**src/rtl/m_issue_ctrl_if.sv**
```systemverilog
`default_nettype none
// ============================================================================
// Module  : m_issue_ctrl_if
// Brief   : Request, response and mul/div unit signals of the M-extension
//           issue controller; slave = controller, master = its surroundings.
// Revision: 1.0
// ============================================================================
interface m_issue_ctrl_if #(
    parameter int TAG_W = 4
) ();
    logic             req_valid;
    logic             req_ready;
    logic [2:0]       req_funct3;
    logic [31:0]      req_rs1;
    logic [31:0]      req_rs2;
    logic [TAG_W-1:0] req_tag;
    logic             flush;
    logic             resp_valid;
    logic             resp_ready;
    logic [31:0]      resp_data;
    logic [TAG_W-1:0] resp_tag;
    logic             resp_err;
    logic [3:0]       m_op;
    logic [31:0]      m_a;
    logic [31:0]      m_b;
    logic             m_kill;
    logic [31:0]      m_result;
    logic             m_done;
    logic             m_busy;
    logic             busy;

    modport slave (
        input  req_valid, req_funct3, req_rs1, req_rs2, req_tag, flush,
        input  resp_ready, m_result, m_done, m_busy,
        output req_ready, resp_valid, resp_data, resp_tag, resp_err,
        output m_op, m_a, m_b, m_kill, busy
    );

    modport master (
        output req_valid, req_funct3, req_rs1, req_rs2, req_tag, flush,
        output resp_ready, m_result, m_done, m_busy,
        input  req_ready, resp_valid, resp_data, resp_tag, resp_err,
        input  m_op, m_a, m_b, m_kill, busy
    );
endinterface
`default_nettype wire

```
**src/rtl/m_issue_ctrl.sv**
```systemverilog
`default_nettype none
// ============================================================================
// Module  : m_issue_ctrl
// Brief   : Issues one RV32M op at a time to the shared mul/div unit, with
//           flush, hang watchdog and (macro M_ZERO_BYPASS_EN) a div-by-zero
//           fast path that answers without touching the unit.
// Revision: 1.0
// ============================================================================
module m_issue_ctrl #(
    parameter int TAG_W   = 4,
    parameter int TIMEOUT = 64
) (
    input  wire                clk,
    input  wire                rst_n,
    m_issue_ctrl_if.slave      bus
);

    localparam int c_WD_W = $clog2(TIMEOUT + 1);
    localparam logic [c_WD_W-1:0] c_WD_LAST = c_WD_W'(TIMEOUT - 1);
    localparam logic [c_WD_W-1:0] c_WD_MAX  = {c_WD_W{1'b1}};
    localparam logic [c_WD_W-1:0] c_WD_ONE  = c_WD_W'(1);

    typedef enum logic [1:0] {
        S_IDLE  = 2'd0,
        S_ISSUE = 2'd1,
        S_WAIT  = 2'd2,
        S_RESP  = 2'd3
    } state_t;

    state_t             r_state;
    logic               r_req_ready;
    logic               r_resp_valid;
    logic               r_resp_err;
    logic               r_busy;
    logic [31:0]        r_resp_data;
    logic [TAG_W-1:0]   r_resp_tag;
    logic [TAG_W-1:0]   r_tag;
    logic [3:0]         r_m_op;
    logic [31:0]        r_m_a;
    logic [31:0]        r_m_b;
    logic [c_WD_W-1:0]  r_wd_cnt;

    logic               w_bypass;
    logic [31:0]        w_zero_res;
    logic               w_wd_hit;
    logic               w_unused;

    function automatic logic [3:0] f_decode(input logic [2:0] f3);
        logic [3:0] op;
        op = 4'b0000;
        case (f3)
            3'b000:  op = 4'b0001;
            3'b001:  op = 4'b0010;
            3'b010:  op = 4'b0100;
            3'b011:  op = 4'b0011;
            3'b100:  op = 4'b1000;
            3'b101:  op = 4'b1001;
            3'b110:  op = 4'b1010;
            3'b111:  op = 4'b1011;
            default: op = 4'b0000;
        endcase
        return op;
    endfunction

`ifdef M_ZERO_BYPASS_EN
    assign w_bypass = bus.req_funct3[2] && (bus.req_rs2 == 32'd0);
`else
    assign w_bypass = 1'b0;
`endif

    // RISC-V divide-by-zero: quotient all ones, remainder = dividend
    assign w_zero_res = bus.req_funct3[1] ? bus.req_rs1 : 32'hFFFF_FFFF;
    assign w_wd_hit   = (r_wd_cnt == c_WD_LAST);
    assign w_unused   = bus.m_busy;

    always_ff @(posedge clk) begin
        if (!rst_n) begin
            r_state      <= S_IDLE;
            r_req_ready  <= 1'b1;
            r_resp_valid <= 1'b0;
            r_resp_err   <= 1'b0;
            r_busy       <= 1'b0;
            r_resp_data  <= 32'd0;
            r_resp_tag   <= '0;
            r_tag        <= '0;
            r_m_op       <= 4'b0000;
            r_m_a        <= 32'd0;
            r_m_b        <= 32'd0;
            r_wd_cnt     <= '0;
        end else begin
            case (r_state)
                S_IDLE: begin
                    if (bus.req_valid) begin
                        r_req_ready <= 1'b0;
                        r_busy      <= 1'b1;
                        if (w_bypass) begin
                            r_state      <= S_RESP;
                            r_resp_valid <= 1'b1;
                            r_resp_err   <= 1'b0;
                            r_resp_data  <= w_zero_res;
                            r_resp_tag   <= bus.req_tag;
                        end else begin
                            r_state  <= S_ISSUE;
                            r_m_op   <= f_decode(bus.req_funct3);
                            r_m_a    <= bus.req_rs1;
                            r_m_b    <= bus.req_rs2;
                            r_tag    <= bus.req_tag;
                            r_wd_cnt <= '0;
                        end
                    end
                end
                S_ISSUE: begin
                    if (bus.flush) begin
                        r_state     <= S_IDLE;
                        r_m_op      <= 4'b0000;
                        r_req_ready <= 1'b1;
                        r_busy      <= 1'b0;
                    end else begin
                        r_state <= S_WAIT;
                    end
                end
                S_WAIT: begin
                    if (bus.flush) begin
                        r_state     <= S_IDLE;
                        r_m_op      <= 4'b0000;
                        r_req_ready <= 1'b1;
                        r_busy      <= 1'b0;
                    end else if (bus.m_done || w_wd_hit) begin
                        // a late m_done in the abort cycle still wins
                        r_state      <= S_RESP;
                        r_m_op       <= 4'b0000;
                        r_resp_valid <= 1'b1;
                        r_resp_tag   <= r_tag;
                        r_resp_err   <= !bus.m_done;
                        r_resp_data  <= bus.m_done ? bus.m_result : 32'd0;
                    end else if (r_wd_cnt != c_WD_MAX) begin
                        r_wd_cnt <= r_wd_cnt + c_WD_ONE;
                    end
                end
                S_RESP: begin
                    if (bus.resp_ready) begin
                        r_state      <= S_IDLE;
                        r_resp_valid <= 1'b0;
                        r_req_ready  <= 1'b1;
                        r_busy       <= 1'b0;
                    end
                end
                default: begin
                    r_state <= S_IDLE;
                end
            endcase
        end
    end

    assign bus.req_ready  = r_req_ready;
    assign bus.resp_valid = r_resp_valid;
    assign bus.resp_data  = r_resp_data;
    assign bus.resp_tag   = r_resp_tag;
    assign bus.resp_err   = r_resp_err;
    assign bus.m_op       = r_m_op;
    assign bus.m_a        = r_m_a;
    assign bus.m_b        = r_m_b;
    assign bus.busy       = r_busy;
    // kill must reach the unit in the same cycle the flush is seen
    assign bus.m_kill     = bus.flush && ((r_state == S_ISSUE) || (r_state == S_WAIT));

endmodule
`default_nettype wire

```
**src/flat_wrapper.sv**
```systemverilog
// flat-port wrapper written by rule: the top's interface ports become plain ports
module m_issue_ctrl_flat 
#(
    parameter int TAG_W   = 4,
    parameter int TIMEOUT = 64
)
  (clk, rst_n, bus_req_valid, bus_req_funct3, bus_req_rs1, bus_req_rs2, bus_req_tag, bus_flush, bus_resp_ready, bus_m_result, bus_m_done, bus_m_busy, bus_req_ready, bus_resp_valid, bus_resp_data, bus_resp_tag, bus_resp_err, bus_m_op, bus_m_a, bus_m_b, bus_m_kill, bus_busy);
  m_issue_ctrl_if #(.TAG_W(TAG_W)) bus_i ();
  input  wire clk;
  input  wire rst_n;
  input wire logic [$bits(bus_i.req_valid)-1:0] bus_req_valid;
  input wire logic [$bits(bus_i.req_funct3)-1:0] bus_req_funct3;
  input wire logic [$bits(bus_i.req_rs1)-1:0] bus_req_rs1;
  input wire logic [$bits(bus_i.req_rs2)-1:0] bus_req_rs2;
  input wire logic [$bits(bus_i.req_tag)-1:0] bus_req_tag;
  input wire logic [$bits(bus_i.flush)-1:0] bus_flush;
  input wire logic [$bits(bus_i.resp_ready)-1:0] bus_resp_ready;
  input wire logic [$bits(bus_i.m_result)-1:0] bus_m_result;
  input wire logic [$bits(bus_i.m_done)-1:0] bus_m_done;
  input wire logic [$bits(bus_i.m_busy)-1:0] bus_m_busy;
  output wire logic [$bits(bus_i.req_ready)-1:0] bus_req_ready;
  output wire logic [$bits(bus_i.resp_valid)-1:0] bus_resp_valid;
  output wire logic [$bits(bus_i.resp_data)-1:0] bus_resp_data;
  output wire logic [$bits(bus_i.resp_tag)-1:0] bus_resp_tag;
  output wire logic [$bits(bus_i.resp_err)-1:0] bus_resp_err;
  output wire logic [$bits(bus_i.m_op)-1:0] bus_m_op;
  output wire logic [$bits(bus_i.m_a)-1:0] bus_m_a;
  output wire logic [$bits(bus_i.m_b)-1:0] bus_m_b;
  output wire logic [$bits(bus_i.m_kill)-1:0] bus_m_kill;
  output wire logic [$bits(bus_i.busy)-1:0] bus_busy;
  assign bus_i.req_valid = bus_req_valid;
  assign bus_i.req_funct3 = bus_req_funct3;
  assign bus_i.req_rs1 = bus_req_rs1;
  assign bus_i.req_rs2 = bus_req_rs2;
  assign bus_i.req_tag = bus_req_tag;
  assign bus_i.flush = bus_flush;
  assign bus_i.resp_ready = bus_resp_ready;
  assign bus_i.m_result = bus_m_result;
  assign bus_i.m_done = bus_m_done;
  assign bus_i.m_busy = bus_m_busy;
  assign bus_req_ready = bus_i.req_ready;
  assign bus_resp_valid = bus_i.resp_valid;
  assign bus_resp_data = bus_i.resp_data;
  assign bus_resp_tag = bus_i.resp_tag;
  assign bus_resp_err = bus_i.resp_err;
  assign bus_m_op = bus_i.m_op;
  assign bus_m_a = bus_i.m_a;
  assign bus_m_b = bus_i.m_b;
  assign bus_m_kill = bus_i.m_kill;
  assign bus_busy = bus_i.busy;
  m_issue_ctrl #(.TAG_W(TAG_W), .TIMEOUT(TIMEOUT)) u_core (.clk(clk), .rst_n(rst_n), .bus(bus_i));
endmodule
```
**config.mk**
```make
export PLATFORM = sky130hd
export DESIGN_NAME = m_issue_ctrl_flat
export DESIGN_NICKNAME = d
export VERILOG_FILES = /design/src/rtl/m_issue_ctrl_if.sv /design/src/rtl/m_issue_ctrl.sv /design/src/flat_wrapper.sv
export SDC_FILE = /design/constraint.sdc
export NUM_CORES = 1
export LEC_CHECK = 0
export CAP_MARGIN = 10
export CORE_MARGIN = 4
export CORE_UTILIZATION = 30
export CTS_CLUSTER_SIZE = 8
export DETAILED_ROUTE_END_ITERATION = 12
export PLACE_DENSITY = 0.67
export SKIP_CTS_REPAIR_TIMING = 1
export SYNTH_ARGS = -nofsm -noshare
export SYNTH_HDL_FRONTEND = slang
export SYNTH_SLANG_ARGS = --single-unit
export TNS_END_PERCENT = 100
```
**constraint.sdc**
```tcl
create_clock -name clk -period 2.4 [get_ports clk]
set_input_delay 0.48 -clock clk [delete_from_list [all_inputs] [get_ports clk]]
set_output_delay 0.48 -clock clk [all_outputs]
set_load 0.05 [all_outputs]
```
# Word level (Yosys, flattened, before mapping)
# Memory sizes are Yosys's and may differ from the RTL's.
# Cells that the tools add are included.
[totals]
ff_bits = 121
mem_bits_ro = 32
in_bits = 110
mem_count = 1
[classes]
add_sub_neg = 1
eq_ne = 14
muxes = 28
bitwise_logic = 1
reduce_logical = 16
[memory_table]
columns = ["name", "depth", "word_bits", "read_ports", "rd_clocked_by_memory_dff", "write_ports", "line_no", "text"]
rows = [
  ["(no name shown)", 8, 4, 1, 0, 0, "m_issue_ctrl.sv:51", "case (f3)"],
]
[op_table]
columns = ["cell", "n"]
rows = [
  ["$mux W32", 1],
  ["$mux W7", 4],
  ["$mux W4", 4],
  ["$pmux W7 S2", 1],
  ["$pmux W4 S3", 1],
  ["$mux W2", 5],
  ["$ne A2 B2 Y1 const B", 5],
  ["$reduce_and A3 Y1", 3],
  ["$mux W1", 8],
  ["$pmux W2 S4", 1],
  ["$reduce_and A4 Y1", 2],
  ["$add A7 B1 Y7 const B", 1],
  ["$eq A7 B6 Y1 const B", 1],
  ["$ne A7 B7 Y1 const B", 1],
  ["$ne A2 B1 Y1 const B", 3],
  ["$pmux W1 S3", 2],
  ["$reduce_and A5 Y1", 1],
  ["$eq A2 B2 Y1 const B", 2],
  ["$reduce_bool A2 Y1", 2],
  ["$ne A3 B2 Y1 const B", 1],
  ["$reduce_bool A3 Y1", 1],
  ["$eq A2 B1 Y1 const B", 1],
  ["$logic_not A2 Y1", 1],
  ["$logic_or A1 B1 Y1", 2],
  ["6 further kinds", 6],
]

# Longest topological paths before layout
[logic_depth]
ltp_word = 5
mapped_depth = 9
mapped_depth_nobuf = 6

# Worst setup path after synthesis
# Ideal clock, no wire load.
[synth_path]
kind = "reg-to-reg"
from = "register u_core.r_state[0]"
to = "register u_core.r_resp_valid (netlist: u_core.bus.resp_valid)"
setup_time_ps = 86
arrival_ps = 1699
t_required_ps = 2314
slack_ps = 615
stages_incl_launch_ff = 10
path_buffers = 3
synth_period_minus_slack_ps = 1785
path_cell_list = "dfxtp_1 inv_1 ha_1 buf_2 and4bb_2 a21oi_4 buf_6 buf_6 a21oi_1 a211oi_1"
[synth_via]
elab_chain_cells = 3
word_cells_on_any_way = 8
[synth_lines]
columns = ["element", "line_no", "text"]
rows = [
  ["start: declaration", "m_issue_ctrl.sv:30", "state_t r_state;"],
  ["start signal: assignment", "m_issue_ctrl.sv:78", "r_state <= S_IDLE;"],
  ["start signal: assignment", "m_issue_ctrl.sv:97", "r_state <= S_RESP;"],
  ["start signal: assignment", "m_issue_ctrl.sv:103", "r_state <= S_ISSUE;"],
  ["$eq A2 B2 Y1", "m_issue_ctrl.sv:91", "case (r_state)"],
  ["$ne A2 B1 Y1 (no source line) (tied with other cells)", "-", ""],
  ["$reduce_and A4 Y1 (no source line)", "-", ""],
  ["end signal: assignment", "m_issue_ctrl.sv:80", "r_resp_valid <= 1'b0;"],
  ["end signal: assignment", "m_issue_ctrl.sv:98", "r_resp_valid <= 1'b1;"],
  ["end signal: assignment", "m_issue_ctrl.sv:132", "r_resp_valid <= 1'b1;"],
  ["end: declaration", "m_issue_ctrl.sv:32", "logic r_resp_valid;"],
]
# Several ways; a longest one is shown, not always the timed one.
# A chain may end at the register's enable or synchronous reset.

# Final worst setup path
[layout_path]
from = "register u_core.r_state[0]"
to = "register u_core.r_wd_cnt[5]"
[layout_via]
elab_chain_cells = 3
word_cells_on_any_way = 9
[layout_lines]
columns = ["element", "line_no", "text"]
rows = [
  ["$eq A2 B2 Y1 or $logic_not A2 Y1 (tied branches)", "m_issue_ctrl.sv:91", ""],
  ["$ne A2 B2 Y1 (no source line) (tied with other cells)", "-", ""],
  ["$reduce_and A5 Y1 (no source line)", "-", ""],
  ["end signal: assignment", "m_issue_ctrl.sv:137", "r_wd_cnt <= r_wd_cnt + c_WD_ONE;"],
  ["end: declaration", "m_issue_ctrl.sv:41", "logic [c_WD_W-1:0] r_wd_cnt;"],
]
# Several ways; a longest one is shown, not always the timed one.

==> summary.txt <==
Status
  – Status: completed

Critical path
  – FF-to-FF Start: u_core.r_state[0]
  – Bufs and invs on worst path: 1
  – Slowest CP cell: ha_1
  – Critical Path Source Type: flop
  – CP Class: flop to flop
  – CP max FO: 12
  – Worst EP required: 2.71 ns
  – Slowest stage delay, CP: 0.39 ns
  – Crit path DAT: 2.38 ns
  – R2R Path End: u_core.r_wd_cnt[5]
  – CP delay by family, top: simple AND/OR/NAND/NOR gates
  – Reg-to-reg slack, setup: 0.33 ns
  – Crit-path cells: inv_1 > ha_1 > nor3b_1 > and4_1 > o21ai_0 > o32ai_1
  – Crit. End Element: flop
  – R2R depth: 6

STA
  – F_max: 482.9 MHz
  – Setup TNS: 0 ns
  – Slew margin rel.: 0.5851
  – Tmin final: around 2.1 ns
  – Worst slew pin tran: 0.6159 ns
  – Max Transition Viols Final: 0
  – Setup Skew: 0.004902 ns
  – RSZ-0062 raised after global routing: no
  – Final setup fails: 0
  – Final Hold Fails: 0
  – Worst Setup Slack, final: 0.3290 ns
  – Final cycle utilization of the critical path: 0.8629

Place
  – I/O Buffers: 217
  – Gpl congestion: roughly 0.81
  – Post-DP HPWL: 9.681 mm
  – Placement Setup Slack: 0.1474 ns

Global route
  – Largest net degree at the start of global routing: 83
  – Number of global-route vias before repair: 4442
  – Initial antenna violation count: 0
  – Total GRT Usage: 0.1501
  – Congestion Overflow GR: 0
  – Global-route wire length before repair: 21.89 mm

Power
  – Clock network fraction of total power: 0.446
  – Cell-internal power: ~4.2 mW
  – Switching share of power: 0.2628
  – Leakage: 2.819 nW
  – Worst VDD drop: around 0.4 mV
  – Total chip power: 5.743 mW
  – Psw: 1.509 mW
  – PD cells: 744.7 mW/mm²
  – Sequential share of power: 0.376
  – Logic gate share of total power: 0.178

Logic synthesis
  – Dominant synthesized flop cell: dfxtp_1
  – Most instantiated cells after synthesis: 155 x nand2_1, 121 x dfxtp_1, 68 x a21boi_0
  – Yosys reg bits: 121
  – Post-synth EDFFs: 0
  – Main area contributors after synthesis: dfxtp_1 51%, nand2_1 12%, a21boi_0 11%, a22oi_1 5.7%, nor2b_1 5.0%
  – Mapped Cells: between 500 and 600
  – Register area share after synthesis: 0.5104
  – Synth Net Count: between 600 and 700
  – Mean Syn Cell Area: 8.988 µm²
  – Syn. warnings: 0
  – Netlist Area Pre-Place: ~0.0047 mm²
  – Synth top area share: 0.5104
  – Biggest area consumer among synthesized cells: dfxtp_1
  – Top-count cell post-synth: nand2_1
  – Asr flop ratio synth: 0
  – Unique cell type count in the Yosys netlist: 36

Detailed routing
  – Remaining antenna violation count: 0
  – Post-route DRC: 0
  – Via Count: 4346
  – 1st-pass router iterations: 4
  – Total wire length: between 10 and 15 mm
  – Via-to-Cell Ratio: 4.560
  – Routed len/inst: 14.20 µm
  – Initial DRC Count: 190

Die
  – Ports: 219
  – Die area: 0.01790 mm²
  – Die width: 133.8 µm
  – FP Rows: 45
  – Core footprint: 0.01537 mm²
  – DIE HEIGHT: ~130 µm
  – Initial Util: 0.3088

Layout
  – Filler Cell Count: 1424
  – Area Growth Syn to Fin: 62.51%
  – Ant. Diodes: 0
  – # nets final: 849
  – Ratio of cells with drive above 1 in the final layout: 0.06334

Clock network
  – Clock buffer depth: 2
  – H-tree depth: 4
  – Clock Pin Slew Worst Setup and Hold Paths: 0.05 ns
  – Latest clock arrival within the worst-skew pair: 0.40 ns
  – Clk sinks: around 120
  – Total CTS buffers: 17
  – CTS tree: built
  – CTS Root Cell: clkbuf_16

Worst hold path
  – HP Class: flop to flop
  – WHS Endpoint: u_core.bus.m_a[8]
  – Hold Crit Start: u_core.bus.m_a[8]
  – WHS Path Cells: 2

Flow run
  – Max Cap Viol: 0
-- power by group through the flow --
stage / Combinational, mW / Clock, mW / Sequential (mW)
2_1_floorplan: 0.275 / 0 / 2.51
3_3_place_gp: 1.02 / 0 / 2.20
3_5_place_dp: 1.03 / 0 / 2.20
4_1_cts: 1.04 / 2.64 / 2.16
5_1_grt: 1.10 / 2.71 / 2.17
6_report: 1.02 / 2.56 / 2.16
-- cell families after synthesis --
| logic type | after synthesis | synth area share |
|---|---|---|
| DFF | 121 | 0.5104 |
| muxes | 13 | 0.02768 |
| buffers and inverters | 50 | 0.04561 |
| adders and majority gates | 7 | 0.01845 |
| and+or+nand+nor | 214 | 0.2025 |
| AOI/OAI and AO/OA | 123 | 0.1954 |
-- per-stage QoR --
step             util  std cells  hold WS (ns)  instance area [µm²]
4_1_cts        0.5018        953        0.4624                 7712
3_3_place_gp   0.4632        924        0.4489                 7121
3_5_place_dp   0.4632        924        0.4570                 7121
5_1_grt        0.5018        953        0.4814                 7712
6_report       0.5018        953        0.4597                 7712
2_1_floorplan       -        528        0.4428                 4746
-- routing by layer --
metal | vias to the layer above | GRT usage | routed length [µm]
met4 | 0 | 0.06743 | 352
li1 | 2174 | - | -
met2 | 143 | 0.2513 | 6450
met3 | 25 | 0.06414 | 1191
met5 | - | 0 | 0
met1 | 2004 | 0.1659 | 5539
-- sequential cells by signal, indices dropped and copies added, names as in the netlist --
name,count
u_core.bus.req_ready,1
u_core.bus.m_b,32
u_core.bus.m_op,4
u_core.r_state,2
u_core.r_tag,4
u_core.bus.resp_tag,4
u_core.r_wd_cnt,7
u_core.bus.resp_data,32
u_core.bus.m_a,32
u_core.bus.resp_valid,1
u_core.bus.busy,1
u_core.bus.resp_err,1
-- worst max path at each step --
| stage | from | end | cells after the start |
|---|---|---|---|
| final | u_core.r_state[0] | u_core.r_wd_cnt[5] | 6 |
| after global routing | u_core.r_state[0] | u_core.r_wd_cnt[2] | 6 |
| after CTS | u_core.bus.resp_tag[3] | bus_resp_tag[3] | 1 |
| after detailed placement | bus_flush | u_core.bus.resp_valid | 6 |
| after global placement | bus_flush | u_core.bus.resp_valid | 6 |
| after floorplan | u_core.r_state[0] | u_core.bus.resp_valid | 9 |
-- final cells by class --
type / instances / area, µm² / area share
flip-flops and latches: 121 / 2422 / 0.3141
repair buffers: 224 / 2282 / 0.2959
multi-input cells: 357 / 2111 / 0.2737
clock buffers: 21 / 470.5 / 0.06100
well taps: 211 / 264.0 / 0.03423
clock inverters: 8 / 121.4 / 0.01574
inverters: 11 / 41.29 / 0.005354
-- cell usage in the layout, fill, tap and decap left out, drive strengths merged, types with 2 or more instances in the layout --
cell type and count:
and4 2, buf 9, o221a 2, a21oi 2
nor3b 2, a21boi 68, bufinv 3, nand3 6
and2 2, mux2i 12, o211ai 2, dfxtp 121
nor2 2, nand2 155, o21ai 6, o32ai 4
nor2b 38, a22oi 36, clkbuf 21, clkdlybuf4s50 215
ha 7, clkinv 4, inv 11
-- worst min-delay path, stage by stage, from the launching register on --
cell and delay, ns:
dfxtp_1 0.30, nand2_1 0.04, a21boi_0 0.06
No activity file was read; power rests on OpenSTA's default activity.
